<file path="config.mk">
export PLATFORM = sky130hd
export DESIGN_NAME = wptr_full_ctrl
export DESIGN_NICKNAME = d
export VERILOG_FILES = /design/src/rtl/wptr_full_ctrl.sv
export SDC_FILE = /design/constraint.sdc
export NUM_CORES = 1
export LEC_CHECK = 0
export BUFFER_PORTS_ARGS = -buffer_cell sky130_fd_sc_hd__buf_2
export CAP_MARGIN = 10
export CELL_PAD_IN_SITES_DETAIL_PLACEMENT = 2
export CELL_PAD_IN_SITES_GLOBAL_PLACEMENT = 2
export CORE_AREA = 2 2 70 72
export CTS_CLUSTER_DIAMETER = 30
export DETAILED_ROUTE_END_ITERATION = 12
export DIE_AREA = 0 0 72 74
export GPL_TIMING_DRIVEN = 0
export PLACE_DENSITY_LB_ADDON = 0.08
export RECOVER_POWER = 100
export SLEW_MARGIN = 20
export SYNTH_ARGS = -nofsm -noshare
export SYNTH_HDL_FRONTEND = slang
export SYNTH_SLANG_ARGS = --single-unit
</file>
<file path="constraint.sdc">
create_clock -name clk -period 4.4 [get_ports clk]
set_input_delay 0.22 -clock clk [delete_from_list [all_inputs] [get_ports clk]]
set_output_delay 0.22 -clock clk [all_outputs]
set_load 0.05 [all_outputs]
</file>
<file path="src/rtl/wptr_full_ctrl.sv">
// Write-side full/level controller for a Gray-pointer async FIFO.
// The read pointer is synchronized into the write clock. Full, level and almost-full are registered from the next write pointer.
module wptr_full_ctrl #(
    parameter int PTR_WIDTH    = 8,
    parameter int SYNC_STAGES  = 2,
    parameter int AFULL_THRESH = (1 << (PTR_WIDTH - 1)) - 2
) (
    input  logic                 clk,
    input  logic                 rst,
    input  logic [PTR_WIDTH-1:0] wgray_nxt,
    input  logic                 wr_en,
    input  logic [PTR_WIDTH-1:0] rgray_async,
    input  logic                 clr_ovf,
    output logic                 full,
    output logic                 almost_full,
    output logic [PTR_WIDTH-1:0] wr_level,
    output logic [PTR_WIDTH-1:0] rgray_sync,
    output logic                 overflow
);

    localparam int MSB = PTR_WIDTH - 1;
    localparam logic [PTR_WIDTH-1:0] AFULL_T = PTR_WIDTH'(AFULL_THRESH);

    function automatic logic [PTR_WIDTH-1:0] gray2bin(input logic [PTR_WIDTH-1:0] g);
        logic [PTR_WIDTH-1:0] b;
        b[MSB] = g[MSB];
        for (int i = MSB - 1; i >= 0; i--) begin
            b[i] = g[i] ^ b[i+1];
        end
        return b;
    endfunction

    logic [PTR_WIDTH-1:0] sync_q [SYNC_STAGES];
    logic                 full_q, full_d;
    logic                 afull_q, afull_d;
    logic [PTR_WIDTH-1:0] level_q, level_d;
    logic                 ovf_q, ovf_d;
    logic [PTR_WIDTH-1:0] full_pat;

    assign rgray_sync = sync_q[SYNC_STAGES-1];

    // A write pointer one full lap ahead of the read pointer differs in the top two Gray bits only.
    assign full_pat = {~rgray_sync[MSB:MSB-1], rgray_sync[MSB-2:0]};

    always_comb begin
        full_d  = (wgray_nxt == full_pat);
        level_d = gray2bin(wgray_nxt) - gray2bin(rgray_sync);
        afull_d = (level_d >= AFULL_T);
        ovf_d   = ovf_q;
        if (wr_en && full_q) begin
            ovf_d = 1'b1;
        end else if (clr_ovf) begin
            ovf_d = 1'b0;
        end
    end

    always_ff @(posedge clk) begin
        if (rst) begin
            for (int i = 0; i < SYNC_STAGES; i++) begin
                sync_q[i] <= '0;
            end
            full_q  <= 1'b0;
            afull_q <= 1'b0;
            level_q <= '0;
            ovf_q   <= 1'b0;
        end else begin
            sync_q[0] <= rgray_async;
            for (int i = 1; i < SYNC_STAGES; i++) begin
                sync_q[i] <= sync_q[i-1];
            end
            full_q  <= full_d;
            afull_q <= afull_d;
            level_q <= level_d;
            ovf_q   <= ovf_d;
        end
    end

    assign full        = full_q;
    assign almost_full = afull_q;
    assign wr_level    = level_q;
    assign overflow    = ovf_q;

endmodule

</file>
==> reports/summary.txt <==
RSZ-0062 raised after global routing: false
worst min path class: primary input to register
maximum clock insertion buffer count: 2
Achievable Freq: 0.247 GHz
via count: 976
die area: 5330 um2
largest net degree at the start of global routing: 18
synthesized cell area: 1360 um2
outcome: finished, final reports clean
Synth Area in Compound Gates: 0.0598
Port-buffer cells: 38
final RePlAce weighted congestion: 0.740
GRT Residual Overflow: 0
setup bufs post-CTS: 0
vias per cell: 4.32
Seq cells post-synth: 27
Stages on worst setup path: 13
Initial DRC Count: 13
pwr/cell area: 515 nW/um2
max incr delay on CP: 0.52 ns
Slew HR: 0.604
Synth cell types: 31
Antenna Nets Post-Route: 0
Slew Limit Fails: 0
Num CTS Buffers: 3
final wirelength: 2830 um
number of optimization iterations in the first detailed-route pass: 2
VDD IR-drop max: 0.000176 V
clk_lat worst skew: 0.27 ns
largest family of logic cells by synthesized area: XOR/XNOR gates
DP Wirelength: 2370 um
CP startpoint kind: register
register area share after synthesis: 0.397
CP cell instances: xnor3_1, xnor3_1, xnor2_1, xor2_1, xnor2_1, ha_1, fa_1, inv_1, a21oi_1, maj3_1, xnor2_1, or4b_1, o32ai_2
Total Routing Usage GR: 0.114
CP delay by family, top: XOR/XNOR gates
CTS tree: yes
die height: 74 um
Post-Synth Adder-Cell Area: 0.0773
Setup Viol. Count Final: 0
Starting Density: 0.296
vias in the first global route: 1020
# IOs: 39
Fin. Hold Viols: 0
most frequent CP cell: xnor2_1
clock tree root driver cell: clkbuf_8
number of max-cap violations: 0
Worst-Margin Slew: 0.596 ns
maximum fanout along the worst path: 4
fraction of synthesized cell area in xor and xnor cells: 0.235
first-pass GRT wire length: 4570 um
# clock sinks: 27
final standard cell area without fillers: 1630 um2
synthesis-to-layout area growth: 19.7%
static leakage: 0.000717 uW
Synthesis Warnings: 0
H-tree depth: 1
antenna cells: 0
share of layout cells above drive strength 1: 0.192
initial antenna violation count: 0
core box area: 4600 um2
critical setup path kind: register to register
cell area after placement: 1620 um2
fin crit share: 0.920
Hold-fix buffers, CTS: 0
most frequent cells in the layout: dfxtp_1, clkbuf_1, buf_2
reg2reg path depth: 13
DRC viols: 0
post-CTS sizing: 0
arrival time at the worst endpoint: 4.24 ns
nature of the critical path endpoint: register
synthesized net count: 157
mux contribution to synthesized area: 0
commonest non-fill, non-tap cell in the layout: dfxtp_1
Worst Slack Setup Final: 0.354 ns
Fin Clk Skew: 0.00273 ns
Syn Inst Count: 130
number of cells on the worst hold path: 2
final setup TNS: 0 ns
Post-Synth Simple-Gate Area: 0.154
die width: 72 um
Buf/Inv on CP: 1
WL/cell: 12.5 um
worst slack, placed: 0.260 ns
Tmin final: 4.05 ns
# nets final: 200
slowest CP cell: or4b_1
final hold slack: 0.145 ns
Post-Syn Area per Cell: 10.5 um2
site row count: 25
Worst Path Required: 4.59 ns
Reg clk slew, reported paths: 0.09 ns
[state kept, by name, summed over array words and instances, names as in the netlist]
signal,count
overflow,1
sync_q,16
full,1
wr_level,8
almost_full,1
[path summary, 6_finish.rpt]
check / from / endpoint / slack (ns)
worst max-delay path: sync_q[0][15] / almost_full / 0.35
worst min-delay path: rgray_async[3] / sync_q[0][3] / 0.15
worst max register to register: sync_q[0][15] / almost_full / 0.35
worst min register to register: sync_q[0][7] / sync_q[0][15] / 0.45
[where the power goes]
group | switching [uW] | total (uW) | leakage, uW | internal, uW
combinational | 269 | 399 | 0.000468 | 131
clock | 79.4 | 146 | 0.0000261 | 66.5
sequential | 11.3 | 294 | 0.000224 | 282
total | 359 | 839 | 0.000717 | 479
[metal layers]
metal | up-vias | routed length (um) | GRT usage
li1 | 495 | - | -
met1 | 449 | 1140 | 0.120
met2 | 30 | 1510 | 0.217
met3 | 2 | 163 | 0.0325
met4 | 0 | 23 | 0.0377
met5 | - | 0 | 0
[area by class of cell]
| class | instances | area, um2 |
|---|---|---|
| Multi-Input combinational cell | 86 | 709 |
| Clock inverter | 1 | 8.76 |
| Clock buffer | 3 | 41.3 |
| Fill cell | 542 | 2970 |
| Sequential cell | 27 | 541 |
| Inverter | 6 | 22.5 |
| Buffer | 11 | 72.6 |
| Timing Repair Buffer | 38 | 165 |
| Tap cell | 54 | 67.6 |
[synthesized netlist by cell type]
master,count,area [um2]
nand2b_1,1,6.26
clkbuf_2,1,5.00
xor2_1,13,114
a211oi_1,2,15.0
xnor3_1,2,45.0
nor2_1,8,30.0
o41ai_1,1,8.76
o21ai_0,2,10.0
clkbuf_1,1,3.75
or4b_1,1,10.0
a21oi_1,5,25.0
nor2_2,1,6.26
nor4_1,1,6.26
clkbuf_8,1,13.8
nor3_1,1,5.00
nand2_1,4,15.0
nand3_1,2,10.0
xor3_2,1,25.0
xnor3_2,2,47.6
or2b_1,1,7.51
nor2b_1,17,106
buf_4,8,60.1
nand4_1,1,6.26
a31oi_1,1,6.26
fa_1,1,20.0
o32ai_2,1,16.3
dfxtp_1,27,541
ha_1,6,75.1
maj3_1,1,10.0
xnor2_1,10,87.6
inv_1,6,22.5
[metrics by stage]
stage / total power (uW) / utilization / std cells
after floorplan: 624 / - / 130
after global placement: 707 / 0.352 / 222
after detailed placement: 719 / 0.352 / 222
after CTS: 870 / 0.363 / 226
after global routing: 902 / 0.354 / 226
final: 839 / 0.354 / 226
[logic make-up after synthesis]
| logic type | count (synthesis) |
|---|---|
| AND/OR/NAND/NOR | 38 |
| XOR/XNOR | 28 |
| flip-flops | 27 |
| buffers and inverters | 17 |
| AO/OA/AOI/OAI | 12 |
| adder cells (fa/ha/maj) | 8 |
(Power assumes the default switching activity.)
